`config.mk`:
```
export PLATFORM = sky130hd
export DESIGN_NAME = mem_initiator
export DESIGN_NICKNAME = d
export VERILOG_FILES = /design/src/rtl/mem_bus_pkg.sv /design/src/rtl/mem_initiator.sv
export SDC_FILE = /design/constraint.sdc
export NUM_CORES = 1
export LEC_CHECK = 0
export ABC_AREA = 1
export CORE_ASPECT_RATIO = 1.75
export CORE_MARGIN = 2
export CORE_UTILIZATION = 41
export DETAILED_ROUTE_END_ITERATION = 10
export GPL_ROUTABILITY_DRIVEN = 0
export PLACE_DENSITY = 0.74
export SETUP_SLACK_MARGIN = 0.02
export SYNTH_ARGS = -nofsm -noshare
export SYNTH_HDL_FRONTEND = slang
export SYNTH_SLANG_ARGS = --single-unit
```
`constraint.sdc`:
```
create_clock -name clk -period 5.7 [get_ports clk]
set_clock_uncertainty 0.2 [all_clocks]
set_input_delay 1.14 -clock clk [delete_from_list [all_inputs] [get_ports clk]]
set_output_delay 1.14 -clock clk [all_outputs]
set_load 0.02 [all_outputs]
```
`src/rtl/mem_bus_pkg.sv`:
```
// Shared definitions for the TinyQV-style peripheral data bus: size codes,
// initiator states and the size-derived address step and read-data mask.
package mem_bus_pkg;

  localparam logic [1:0] SZ_8    = 2'b00;
  localparam logic [1:0] SZ_16   = 2'b01;
  localparam logic [1:0] SZ_32   = 2'b10;
  localparam logic [1:0] SZ_NONE = 2'b11;

  typedef enum logic [1:0] {
    IDLE,
    REQ,
    GAP,
    IDLE_GAP
  } bus_state_t;

  // Byte distance between consecutive beats of a burst.
  function automatic logic [2:0] size_incr(input logic [1:0] size);
    case (size)
      SZ_8:    return 3'd1;
      SZ_16:   return 3'd2;
      SZ_32:   return 3'd4;
      default: return 3'd0;
    endcase
  endfunction

  function automatic logic [31:0] size_mask(input logic [1:0] size);
    case (size)
      SZ_8:    return 32'h0000_00FF;
      SZ_16:   return 32'h0000_FFFF;
      SZ_32:   return 32'hFFFF_FFFF;
      default: return 32'h0000_0000;
    endcase
  endfunction

endpackage

```
`src/rtl/mem_initiator.sv`:
```
// Single-command bus initiator: turns a valid/ready command into held
// requests toward a latch-RAM style responder, with read bursts and a timeout.
module mem_initiator
  import mem_bus_pkg::*;
#(
  parameter int ADDR_BITS      = 5,
  parameter int COUNT_BITS     = 4,
  parameter int TIMEOUT_CYCLES = 15
) (
  input  logic                  clk,
  input  logic                  rstn,
  input  logic                  cmd_valid,
  output logic                  cmd_ready,
  input  logic                  cmd_write,
  input  logic [1:0]            cmd_size,
  input  logic [ADDR_BITS-1:0]  cmd_addr,
  input  logic [31:0]           cmd_wdata,
  input  logic [COUNT_BITS-1:0] cmd_count,
  output logic                  rsp_valid,
  output logic [31:0]           rsp_rdata,
  output logic                  rsp_last,
  output logic                  rsp_error,
  output logic [ADDR_BITS-1:0]  addr_out,
  output logic [31:0]           wdata_out,
  output logic [1:0]            data_write_n,
  output logic [1:0]            data_read_n,
  input  logic [31:0]           data_in,
  input  logic                  data_ready
);

  localparam logic [7:0] TMO_LOAD = 8'(TIMEOUT_CYCLES - 1);

  bus_state_t            state_q, state_d;
  logic [1:0]            size_q, size_d;
  logic                  write_q, write_d;
  logic [COUNT_BITS-1:0] beats_q, beats_d;
  logic [7:0]            tmo_q, tmo_d;
  logic                  first_q, first_d;
  logic [ADDR_BITS-1:0]  addr_d;
  logic [31:0]           wdata_d, rdata_d;
  logic [1:0]            dwn_d, drn_d;
  logic                  rsp_valid_d, rsp_last_d, rsp_error_d, cmd_ready_d;

  always_ff @(posedge clk or negedge rstn) begin
    if (!rstn) begin
      state_q      <= IDLE;
      size_q       <= SZ_8;
      write_q      <= 1'b0;
      beats_q      <= '0;
      tmo_q        <= '0;
      first_q      <= 1'b0;
      addr_out     <= '0;
      wdata_out    <= '0;
      data_write_n <= SZ_NONE;
      data_read_n  <= SZ_NONE;
      rsp_valid    <= 1'b0;
      rsp_last     <= 1'b0;
      rsp_error    <= 1'b0;
      rsp_rdata    <= '0;
      cmd_ready    <= 1'b1;
    end else begin
      state_q      <= state_d;
      size_q       <= size_d;
      write_q      <= write_d;
      beats_q      <= beats_d;
      tmo_q        <= tmo_d;
      first_q      <= first_d;
      addr_out     <= addr_d;
      wdata_out    <= wdata_d;
      data_write_n <= dwn_d;
      data_read_n  <= drn_d;
      rsp_valid    <= rsp_valid_d;
      rsp_last     <= rsp_last_d;
      rsp_error    <= rsp_error_d;
      rsp_rdata    <= rdata_d;
      cmd_ready    <= cmd_ready_d;
    end
  end

  // Every output is computed one cycle ahead so the bus pins come straight from flops.
  always_comb begin
    state_d     = state_q;
    size_d      = size_q;
    write_d     = write_q;
    beats_d     = beats_q;
    tmo_d       = tmo_q;
    first_d     = 1'b0;
    addr_d      = addr_out;
    wdata_d     = wdata_out;
    dwn_d       = data_write_n;
    drn_d       = data_read_n;
    rsp_valid_d = 1'b0;
    rsp_last_d  = 1'b0;
    rsp_error_d = 1'b0;
    rdata_d     = rsp_rdata;

    case (state_q)
      IDLE: begin
        if (cmd_valid && cmd_size != SZ_NONE) begin
          state_d = REQ;
          size_d  = cmd_size;
          write_d = cmd_write;
          beats_d = cmd_write ? '0 : cmd_count;
          tmo_d   = TMO_LOAD;
          first_d = 1'b1;
          addr_d  = cmd_addr;
          wdata_d = cmd_wdata;
          if (cmd_write) dwn_d = cmd_size;
          else           drn_d = cmd_size;
        end
      end

      // The first REQ cycle still sees the responder's previous ready, so skip it.
      REQ: begin
        if (!first_q && data_ready) begin
          dwn_d       = SZ_NONE;
          drn_d       = SZ_NONE;
          rsp_valid_d = 1'b1;
          rdata_d     = write_q ? 32'h0 : (data_in & size_mask(size_q));
          if (beats_q == '0) begin
            rsp_last_d = 1'b1;
            state_d    = IDLE_GAP;
          end else begin
            beats_d = beats_q - 1'b1;
            state_d = GAP;
          end
        end else if (tmo_q == 8'd0) begin
          dwn_d       = SZ_NONE;
          drn_d       = SZ_NONE;
          rsp_valid_d = 1'b1;
          rsp_last_d  = 1'b1;
          rsp_error_d = 1'b1;
          rdata_d     = 32'h0;
          state_d     = IDLE_GAP;
        end else begin
          tmo_d = tmo_q - 8'd1;
        end
      end

      GAP: begin
        state_d = REQ;
        addr_d  = addr_out + ADDR_BITS'(size_incr(size_q));
        tmo_d   = TMO_LOAD;
        first_d = 1'b1;
        if (write_q) dwn_d = size_q;
        else         drn_d = size_q;
      end

      IDLE_GAP: state_d = IDLE;

      default: state_d = IDLE;
    endcase

    cmd_ready_d = (state_d == IDLE);
  end

endmodule
```
; Word level (Yosys, flattened, before mapping)
; Index checks and enable logic that the tools add are counted.
[word_totals]
reg_bits = 95
input_bits = 80
wordCells = 98
[classes]
n_addsub = 3
n_eq_ne = 16
n_mux = 44
bitwise = 1
reduce_logical = 19
[op_table]
columns = operator, count
row1 = 32-bit two-way mux, 5
row2 = 32-bit one-hot mux with 3 select lines, 1
row3 = 32-bit bitwise AND, 1
row4 = 8-bit two-way mux, 3
row5 = 8-bit one-hot mux with 3 select lines, 1
row6 = 2-bit two-way mux, 11
row7 = "2-bit inequality test, second input constant", 10
row8 = 4-bit two-way mux, 4
row9 = 2-bit one-hot mux with 3 select lines, 2
row10 = 1-bit two-way mux, 10
row11 = 5-bit one-hot mux with 2 select lines, 1
row12 = 5-bit AND reduction, 2
row13 = 3-bit one-hot mux with 3 select lines, 1
row14 = 8-bit zero test, 1
row15 = 2-bit one-hot mux with 4 select lines, 1
row16 = 4-bit one-hot mux with 2 select lines, 1
row17 = 4-bit AND reduction, 2
row18 = "8-bit by 1-bit subtractor with 8-bit output, second input constant", 1
row19 = "2-bit == test, second input constant", 3
row20 = 2-bit zero test, 3
row21 = 2-bit AND reduction, 3
row22 = 2-bit nonzero test, 3
row23 = 5-bit by 3-bit adder with 5-bit output, 1
row24 = 5-bit two-way mux, 1
row25 = 9 further kinds, 11

; Longest topological paths before layout
; Gate-level depths: netlist (run 1).
[logic_depth]
depth_word = 7
mapped_depth = 11

; Least setup slack after synthesis (run 1)
; No wires, ideal clock.
[synth_path]
kind = in2reg
from = in data_ready
to = reg rsp_rdata[10]
setup_ps = 121
t_arrival_ps = 1865
setup_slack_ps = 3514
path_stages = 7
path_buffers = 1
path_cell_list = inv_1 nor2_4 inv_2 nand2_4 nand2_4 buf_6 a22o_1
[synth_via]
elab_chain_cells = 3
elab_cells_between_ends = 4
classes_between = mux: 1 / reduce/logical: 3
[synth_lines]
columns = item, line
row1 = from (decl), mem_initiator.sv:28  ; input logic data_ready
row2 = 1-bit logical AND (*), mem_initiator.sv:115  ; if (!first_q && data_ready) begin
row3 = 2-bit nonzero test (no source line), -
row4 = 2-bit AND reduction (no source line), -
row5 = to (signal assigned), mem_initiator.sv:75  ; rsp_rdata <= rdata_d;
row6 = to (decl), mem_initiator.sv:20  ; output logic [31:0] rsp_rdata,
; Every way passes the cells marked *; elsewhere a longest branch is shown, timed or not.
; A chain may end at the register's enable or synchronous reset.

; Worst setup path after layout (run 1)
[layout_path]
from = in cmd_size[0]
to = reg addr_out[1]
[layout_via]
elab_chain_cells = 4
[layout_lines]
columns = item, line
row1 = from (decl), mem_initiator.sv:15  ; input logic [1:0] cmd_size,
row2 = 2-bit inequality test, mem_initiator.sv:99  ; if (cmd_valid && cmd_size != SZ_NONE) begin
row3 = 1-bit logical AND, mem_initiator.sv:99
row4 = 2-bit inequality test (no source line), -
row5 = 2-bit AND reduction (no source line), -
row6 = to (signal assigned), mem_initiator.sv:68  ; addr_out <= addr_d;
row7 = to (decl), mem_initiator.sv:23  ; output logic [ADDR_BITS-1:0] addr_out,
; Every way passes these cells.

==> key figures, run 1 <==
Status
  – Result of the run: finished, final reports clean

Synth
  – Asr flop ratio synth: 100%
  – Synth Register Bits: 95
  – Combined area of all synthesized cells: 4370 um^2
  – Sequential area share after synthesis: 54.5%
  – Synth unique cells: 35
  – Synth area leaders: dfrtp_1, nand2_1, a22o_1
  – Synthesis warning total: 0
  – Dominant cell type by area after synthesis: dfrtp_1
  – Post-Syn Instances: 466
  – Syn Area/Cell: 9.38 um^2
  – Synth Flop Type: dfrtp_1
  – Post-synth EDFFs: 0
  – Synthesized Nets: 563
  – Yosys top cell area share: 51.5%

Final layout
  – Layout cells sized above 1: 8.96%
  – Diodes inserted: 0
  – Fin util: 60.6%
  – Final Non-Filler Cells: 752
  – Layout net count: 717
  – Area grow syn2layout: 43.7%

GRT
  – GRT Util Overall: 20.5%
  – First-pass GRT wire length: 18100 um
  – Grt total ovfl: 0
  – Vias in the first global route: 3694
  – Largest net degree at the start of global routing: 53
  – Initial antenna violation count: 0

Power
  – Worst IR Drop VDD: 0.354 mV
  – Power, Total: 3.52 mW
  – Leakage power total: 2.91 nW
  – Power per Cell Area: 560 nW/um^2

Job
  – Max_cap viols: 0

Floorplanning
  – Die span in x: 82.0 um
  – # rows: 49
  – Num ports: 157
  – Die Y: 141 um
  – Core area: 10400 um^2
  – Initial Utilization: 42.2%
  – DIE AREA: 11500 um^2

Detailed routing
  – Antenna Nets Post-Route: 0
  – DRC: 0
  – 1st-iter DRT viols: 196
  – Routed vias/inst: 4.97
  – Vias post-DR: 3736
  – WL final: 11200 um
  – TritonRoute pass-1 iters: 4
  – WL per Instance: 14.9 um

Timing
  – Final hold violations: 0
  – Slew Limit Fails: 0
  – Setup TNS: 0 ns
  – Tcrit/Tclk final: 53.6%
  – F_max: 328 MHz
  – Unrepaired setup endpoints after global routing: false
  – Final min period: 3.05 ns
  – Worst slew pin tran: 0.641 ns
  – Slew HR: 57.3%
  – Final Setup Violations: 0

Place
  – Placed Cells: 736
  – Port bufs: 156
  – DP Wirelength: 8430 um

Hold path
  – Worst hold start: wdata_out[3]$_DFFE_PN0P_
  – Hold Crit Class: reg2reg

Clocking
  – Root Driver: clkbuf_16
  – Worst skew pair latency: 0.34 ns
  – Hold-fix buffers, CTS: 0
  – Clock transition at the registers of the reported paths: 0.06 ns
  – Total CTS buffers: 9
  – H-tree Lvls: 3
  – CTS resizes: 0
  – CTS sink count: 95
  – TritonCTS clock tree: built
  – Setup bufs post-CTS: 0
  – Clock tree buffer depth: 2

Setup path
  – Arr. time, crit path: 3.07 ns
  – Critical R2R Launch: state_q[0]$_DFF_PN0_
  – CP Class: in2reg
  – CP Launch Point: cmd_size[0]
  – Worst Path Max Fanout: 40
  – Startpoint Class: primary input
  – Critical Path RT: 5.72 ns
  – Crit path capture type: flop
report_power, final:
group / total (mW) / switching [mW] / internal, mW
combinational: 1.80 / 1.03 / 0.771
sequential: 1.14 / 0.175 / 0.969
clock: 0.569 / 0.258 / 0.311
total: 3.52 / 1.47 / 2.05
cell usage in the layout, fill, tap and decap left out, types with 3 or more instances in the layout:
cell and instances:
nor2_2 4, clkbuf_16 9, o21ai_0 17, o211ai_1 3, dfstp_2 5, o21ai_2 8, ha_1 16, nor2_1 18
nand3_1 18, a22o_1 23, nand2_1 164, inv_2 6, clkdlybuf4s50_1 155, dfrtp_1 90, a21oi_1 8, xor2_1 4
buf_4 3, inv_1 26, nand2_2 3, o21ai_1 16, nand2_4 5
final timing paths:
kind	end	slack [ns]	cells after the start
setup / recovery	addr_out[1]$_DFFE_PN0P_	2.65	9
hold / removal	wdata_out[3]$_DFFE_PN0P_	0.27	2
setup reg to reg	addr_out[1]$_DFFE_PN0P_	3.15	9
hold reg to reg	wdata_out[3]$_DFFE_PN0P_	0.27	2
max in group asynchronous	rsp_last$_DFF_PN0_	3.63	2
min in group asynchronous	beats_q[2]$_DFFE_PN0P_	0.60	1
stage by stage:
stage                     cell area, um^2  worst slack (ns)  hold slack, ns
final                                6280              2.65           0.269
after global routing                 6280              2.46           0.297
after CTS                            6280              2.66           0.274
after detailed placement             6000              2.30           0.258
after global placement               6000              2.37           0.254
after floorplan                      4370              3.51           0.242
per-layer routing:
layer,vias up,part of all wire (%),track usage [%]
li1,1823,-,-
met4,0,2.1,6.40
met5,-,0,0
met1,1781,38,23.9
met2,116,54,36.2
met3,16,5.5,4.99
cells by family (layout without fill, tap and decap cells):
group           after synthesis  count (layout)  share of synthesized area [%]
fa+ha+maj                    17              17                           5.04
compound gates               80              80                           12.2
xor+xnor                      6               6                           1.20
simple gates                221             221                           21.8
buf+inv                      47             206                           5.21
flops                        95              95                           54.5
Yosys cell counts, types with 4 or more instances:
library cell	number
inv_1	26
dfstp_2	5
o21ai_2	8
nor2_1	18
nor2_2	4
a22o_1	23
nand2_4	5
dfrtp_1	90
o21ai_0	17
inv_2	6
a21oi_1	8
buf_2	7
nand3_1	18
o21ai_1	16
xor2_1	4
nand2_1	164
ha_1	16
state kept, by name, summed over array words and instances (netlist names), 2 cells and up:
register,cells
state_q,2
wdata_out,32
tmo_q,8
data_write_n,2
beats_q,4
size_q,2
data_read_n,2
addr_out,5
rsp_rdata,32
critical path, cell delays in order:
cell and delay (ns):
clkdlybuf4s50_1 0.51, nand2_1 0.09, nand2_1 0.12, nor2_2 0.05
buf_4 0.24, inv_2 0.45, o21ai_2 0.22, o211ai_1 0.14
o21ai_1 0.09
final cells by class:
class	instances	area (um^2)
tap	127	159
timing repair buffer	158	1570
fill	892	4080
clock buffer	11	243
clock inverter	5	41.3
multi-input combinational	324	1760
inverter	32	120
sequential	95	2380
Power figures use the tool's default switching activity.
==> inputs of run 2 (changes only) <==
==> constraint.sdc (replaced) <==
create_clock -name clk -period 2.9 [get_ports clk]
set_clock_uncertainty 0.2 [all_clocks]
set_input_delay 0.58 -clock clk [delete_from_list [all_inputs] [get_ports clk]]
set_output_delay 0.58 -clock clk [all_outputs]
set_load 0.02 [all_outputs]
==> key figures, run 2 (synthesis results as in run 1) <==
Setup path
  – CP max stage delay: 0.40 ns (-0.11 ns)
  – Critical R2R Launch: size_q[0]$_DFFE_PN0P_
  – Slowest CP cell: dfrtp_1
  – CP Launch Point: size_q[0]$_DFFE_PN0P_
  – Worst Path Max Fanout: 4 (-90%)
  – CP Class: reg2reg
  – Critical Path RT: 2.97 ns (-2.75 ns)
  – Crit path capture type: flop
  – Arr. time, crit path: 2.47 ns (-0.60 ns)
  – Startpoint Class: flop
  – Worst path cell trace: inv_1 > ha_1 > ha_1 > inv_1 > fa_1 > o21ai_0 > xor2_1 > nor2_1 > o21ai_1

GRT
  – Grt total ovfl: 0 (unchanged)
  – Largest net degree at the start of global routing: 45 (-15%)
  – Met3 usage: 5.63% (+0.64 points)
  – First-pass GRT wire length: 18400 um (+1.8%)
  – Met1 GRT Util: 23.3% (-0.61 points)
  – Layer with the highest usage: met2
  – Initial antenna violation count: 0 (unchanged)
  – Vias in the first global route: 3820 (+3.4%)
  – GRT Util Overall: 20.9% (+0.35 points)
  – GRT met2 Usage: 36.6% (+0.43 points)

Floorplanning
  – DIE AREA: 11500 um^2 (unchanged)
  – Die span in x: 82.0 um (unchanged)
  – Core area: 10400 um^2 (unchanged)
  – Initial Utilization: 42.2% (unchanged)
  – Die Y: 141 um (unchanged)
  – # rows: 49 (unchanged)
  – Num ports: 157 (unchanged)

Final layout
  – Largest registers: rsp_rdata: 32 flops, wdata_out: 32 flops, tmo_q: 8 flops
  – Fin util: 61.1% (+0.46 points)
  – Commonest cells after routing, fill and taps aside: nand2_1, clkdlybuf4s50_1, dfrtp_1
  – Multi-input gate area: 1760 um^2 (unchanged)
  – Filler instances: 881 (-1.2%)
  – Area taken by flip-flops and latches: 2380 um^2 (unchanged)
  – Most common cell after layout, fill and taps aside: nand2_1
  – Layout cells sized above 1: 9.70% (+0.74 points)
  – Diodes inserted: 0 (unchanged)
  – Layout net count: 722 (+0.70%)
  – Area grow syn2layout: 44.8%

Place
  – Port bufs: 156 (unchanged)
  – Setup WS pre-CTS: 0.497 ns (-1.80 ns)
  – DP Wirelength: 8500 um (+0.80%)

Timing
  – Final WS setup: 0.496 ns (-2.15 ns)
  – Slew Limit Fails: 0 (unchanged)
  – Worst slew pin tran: 0.576 ns (-0.0646 ns)
  – Slew HR: 61.6% (+4.3 points)
  – Tcrit/Tclk final: 82.9%
  – Unrepaired setup endpoints after global routing: false
  – Final hold violations: 0 (unchanged)
  – Setup TNS: 0 ns (unchanged)
  – Final min period: 2.40 ns
  – F_max: 416 MHz
  – Final Setup Violations: 0 (unchanged)

Status
  – Result of the run: finished, final reports clean

Clocking
  – H-tree Lvls: 3 (unchanged)
  – Worst skew pair latency: 0.34 ns (about the same)
  – Setup bufs post-CTS: 0 (unchanged)
  – Root Driver: clkbuf_16
  – Total CTS buffers: 9 (unchanged)
  – CTS sink count: 95 (unchanged)
  – TritonCTS clock tree: built
  – Clock transition at the registers of the reported paths: 0.06 ns (about the same)
  – CTS resizes: 0 (unchanged)
  – Clock tree buffer depth: 2 (unchanged)
  – Hold-fix buffers, CTS: 0 (unchanged)

Detailed routing
  – Routed vias/inst: 4.95 (-0.29%)
  – Antenna Nets Post-Route: 0 (unchanged)
  – WL final: 11300 um (+0.82%)
  – TritonRoute pass-1 iters: 4 (unchanged)
  – Vias post-DR: 3745 (+0.24%)
  – 1st-iter DRT viols: 186 (-5.1%)
  – DRC: 0 (unchanged)
  – WL per Instance: 15.0 um (+0.29%)

Power
  – Power per Cell Area: 1110 nW/um^2 (+98%)
  – Leakage power total: 2.95 nW (+1.4%)
  – Worst IR Drop VDD: 0.732 mV (+110%)

Hold path
  – Hold Crit Class: in2async

Job
  – Max_cap viols: 0 (unchanged)
-- run 2: critical path, delay by kind of cell (launching register included) --
| family | cells | cell delay (ns) |
|---|---|---|
| adder cells (fa/ha/maj) | 3 | 0.75 |
| AO/OA/AOI/OAI | 2 | 0.50 |
| flip-flops | 1 | 0.40 |
| XOR/XNOR | 1 | 0.21 |
| buffers and inverters | 2 | 0.20 |
| AND/OR/NAND/NOR | 1 | 0.08 |
-- run 2: stage by stage --
stage          power [mW]  hold WS, ns  area [um^2]  std cells
2_1_floorplan        4.45       0.0844         4370        466
3_3_place_gp         5.74        0.254         6030        741
3_5_place_dp         5.85        0.259         6030        741
4_1_cts              7.07       0.0412         6330        756
5_1_grt              7.52       0.0705         6330        756
6_report             7.00       0.0225         6330        756
-- run 2: cell type report --
class	instances	share of cell area, %
inverter	32	1.90
clock buffer	9	3.56
clock inverter	6	1.09
multi-input combinational	324	27.8
sequential	95	37.7
tap	127	2.51
timing repair buffer	163	25.5
-- run 2: path summary, 6_finish.rpt --
path	endpoint	slack, ns	cells after the start
worst max-delay path	addr_out[4]$_DFFE_PN0P_	0.50	9
worst min-delay path	addr_out[3]$_DFFE_PN0P_	0.02	1
worst max register to register	addr_out[4]$_DFFE_PN0P_	0.50	9
worst min register to register	wdata_out[4]$_DFFE_PN0P_	0.27	2
max in group asynchronous	data_read_n[0]$_DFFE_PN1P_	1.66	2
min in group clk	wdata_out[4]$_DFFE_PN0P_	0.27	2
-- run 2: per-layer routing --
metal | share of wire, % | vias up
met1 | 37 | 1773
met4 | 2.8 | 0
met5 | 0 | -
li1 | - | 1828
met3 | 6.2 | 23
met2 | 54 | 121
-- run 2: power breakdown --
part	switching [mW]	leakage [nW]	internal [mW]
Clock	0.512	0.148	0.673
Combinational	2.04	1.60	1.54
Sequential	0.342	1.21	1.91
Total	2.89	2.95	4.11
==> inputs of run 3 (changes only) <==
--- a/config.mk
+++ b/config.mk
@@ -11,7 +11,7 @@
 export CORE_UTILIZATION = 41
 export DETAILED_ROUTE_END_ITERATION = 10
 export GPL_ROUTABILITY_DRIVEN = 0
-export PLACE_DENSITY = 0.74
+export PLACE_DENSITY = 0.77
 export SETUP_SLACK_MARGIN = 0.02
 export SYNTH_ARGS = -nofsm -noshare
 export SYNTH_HDL_FRONTEND = slang
==> constraint.sdc (replaced) <==
create_clock -name clk -period 2.2 [get_ports clk]
set_clock_uncertainty 0.2 [all_clocks]
set_input_delay 0.44 -clock clk [delete_from_list [all_inputs] [get_ports clk]]
set_output_delay 0.44 -clock clk [all_outputs]
set_load 0.02 [all_outputs]
==> key figures, run 3 (synthesis results as in run 1) <==
Status
  – Result of the run: finished, final reports clean

GRT
  – First-pass GRT wire length: 17700 um (-4.0%)
  – Vias in the first global route: 3799 (-0.55%)
  – GRT Util Overall: 19.7% (-1.1 points)
  – Initial antenna violation count: 0 (unchanged)
  – Largest net degree at the start of global routing: 43 (-4.4%)
  – Grt total ovfl: 0 (unchanged)

Setup path
  – CP max stage delay: 0.60 ns (+0.20 ns)
  – CP Launch Point: data_read_n[0]$_DFFE_PN1P_
  – Top delay family on crit path: buffers and inverters
  – Crit path capture type: primary output
  – Startpoint Class: flop
  – Critical R2R Launch: size_q[0]$_DFFE_PN0P_
  – CP Class: reg2out
  – Worst path cell trace: clkdlybuf4s50_1
  – Arr. time, crit path: 1.48 ns (-0.99 ns)
  – Slowest CP cell: clkdlybuf4s50_1
  – CP Buf/Inv Count: 1 (-1)
  – Critical Path RT: 1.56 ns (-1.41 ns)
  – Worst Path Max Fanout: 2 (-2)

Detailed routing
  – Met3 routed WL: 790 um (+13%)
  – Routed vias/inst: 4.96 (about the same)
  – Top routing layer in use: met4
  – WL per Instance: 14.5 um (-3.3%)
  – Antenna Nets Post-Route: 0 (unchanged)
  – WL final: 11100 um (-1.8%)
  – Met2 Wirelength: 5830 um (-4.7%)
  – Vias post-DR: 3806 (+1.6%)
  – 1st-iter DRT viols: 102 (-45%)
  – M1 WL: 4230 um (+1.3%)
  – DRC: 0 (unchanged)
  – TritonRoute pass-1 iters: 5 (+1)

Final layout
  – Fin util: 62.4% (+1.4 points)
  – Commonest cells after routing, fill and taps aside: nand2_1, clkdlybuf4s50_1, dfrtp_1
  – Diodes inserted: 0 (unchanged)
  – Filler instances: 854 (-3.1%)
  – Layout cells sized above 1: 11.7% (+2.0 points)
  – Area grow syn2layout: 48.0%
  – Layout net count: 733 (+1.5%)
  – Most common cell after layout, fill and taps aside: nand2_1
  – Largest registers: rsp_rdata: 32 flops, wdata_out: 32 flops, tmo_q: 8 flops
  – Final Non-Filler Cells: 768 (+1.6%)

Timing
  – Final hold violations: 0 (unchanged)
  – Final min period: 2.12 ns
  – Slew Limit Fails: 0 (unchanged)
  – Final Setup Violations: 0 (unchanged)
  – Tcrit/Tclk final: 96.2%
  – Worst slew pin tran: 0.414 ns (-0.163 ns)
  – Unrepaired setup endpoints after global routing: false
  – Slew HR: 72.4% (+11 points)
  – Hold_ws: 0.270 ns (+0.248 ns)
  – F_max: 472 MHz

Floorplanning
  – Die span in x: 82.0 um (unchanged)
  – DIE AREA: 11500 um^2 (unchanged)
  – Num ports: 157 (unchanged)
  – Die Y: 141 um (unchanged)
  – Core area: 10400 um^2 (unchanged)
  – Initial Utilization: 42.2% (unchanged)
  – # rows: 49 (unchanged)

Clocking
  – CTS sink count: 95 (unchanged)
  – TritonCTS clock tree: built
  – Root Driver: clkbuf_16
  – H-tree Lvls: 3 (unchanged)
  – Clock tree buffer depth: 2 (unchanged)
  – Total CTS buffers: 9 (unchanged)
  – Worst skew pair latency: 0.34 ns (about the same)
  – Clock transition at the registers of the reported paths: 0.07 ns (about the same)

Place
  – Placed Cells: 750 (+1.2%)
  – DP Wirelength: 8600 um (+1.2%)
  – Port bufs: 156 (unchanged)

Hold path
  – Hold Crit Class: reg2reg
  – Worst hold start: wdata_out[1]$_DFFE_PN0P_

Job
  – Max_cap viols: 0 (unchanged)

Power
  – Leakage power total: 3.03 nW (+2.5%)
  – Worst IR Drop VDD: 0.778 mV (+6.3%)
  – Power per Cell Area: 1460 nW/um^2 (+31%)
## run 3: changes by cell type in the layout (fill, tap and decap cells not counted), sizes merged
cell	previous run	this run
clkbuf	9	11
dlygate4sd3	0	1
buf	8	18
inv	35	34
## run 3: per-stage QoR
step | instance area, um^2 | power [mW] | setup TNS [ns] | worst slack, ns
finish | 6470 | 9.41 | 0 | 0.0830
global route | 6470 | 10.0 | 0 | 0.0284
CTS | 6450 | 9.46 | 0 | 0.0524
detailed placement | 6140 | 7.84 | -0.000746 | -0.000746
global placement | 6140 | 7.67 | 0 | 0.0354
floorplan | 4370 | 5.86 | 0 | 0.231
## run 3: final timing paths
| kind | end | slack [ns] | cells after the start |
|---|---|---|---|
| min in group asynchronous | tmo_q[4]$_DFFE_PN0P_ | 0.35 | 2 |
| worst max-delay path | data_read_n[0] | 0.08 | 1 |
| worst max register to register | addr_out[3]$_DFFE_PN0P_ | 0.14 | 8 |
| worst min-delay path | wdata_out[1]$_DFFE_PN0P_ | 0.27 | 2 |
| worst min register to register | wdata_out[1]$_DFFE_PN0P_ | 0.27 | 2 |
| max in group asynchronous | wdata_out[8]$_DFFE_PN0P_ | 0.87 | 3 |
## run 3: where the power goes
group          switching, mW  internal, mW  total (mW)
clock                  0.665         0.924        1.59
sequential             0.459          2.51        2.97
combinational           2.71          2.15        4.85
## run 3: area by class of cell
cell class / instances / area, um^2 / share of cell area (%)
clock buffer: 11 / 243 / 3.75
clock inverter: 5 / 63.8 / 0.986
inverter: 32 / 120 / 1.86
multi-input combinational: 324 / 1770 / 27.3
sequential: 95 / 2380 / 36.8
tap: 127 / 159 / 2.46
timing repair buffer: 174 / 1730 / 26.8
## run 3: layer usage
| layer | track usage, % | up-vias |
|---|---|---|
| met1 | 22.7 | 1789 |
| met2 | 34.3 | 141 |
| met5 | 0 | - |
| met3 | 5.31 | 24 |
| li1 | - | 1852 |
| met4 | 7.11 | 0 |
## run 3: timing repair
| action | 4_1_cts | 5_1_grt |
|---|---|---|
| resized for setup | 1 | 4 |
| hold buffers | 1 | 0 |
| setup buffers | 0 | 1 |
| endpoints found under the setup margin | 1 | 2 |
| cloned | 0 | 0 |
| endpoints found under the hold margin | 20 | 0 |
| pin swaps | 0 | 1 |
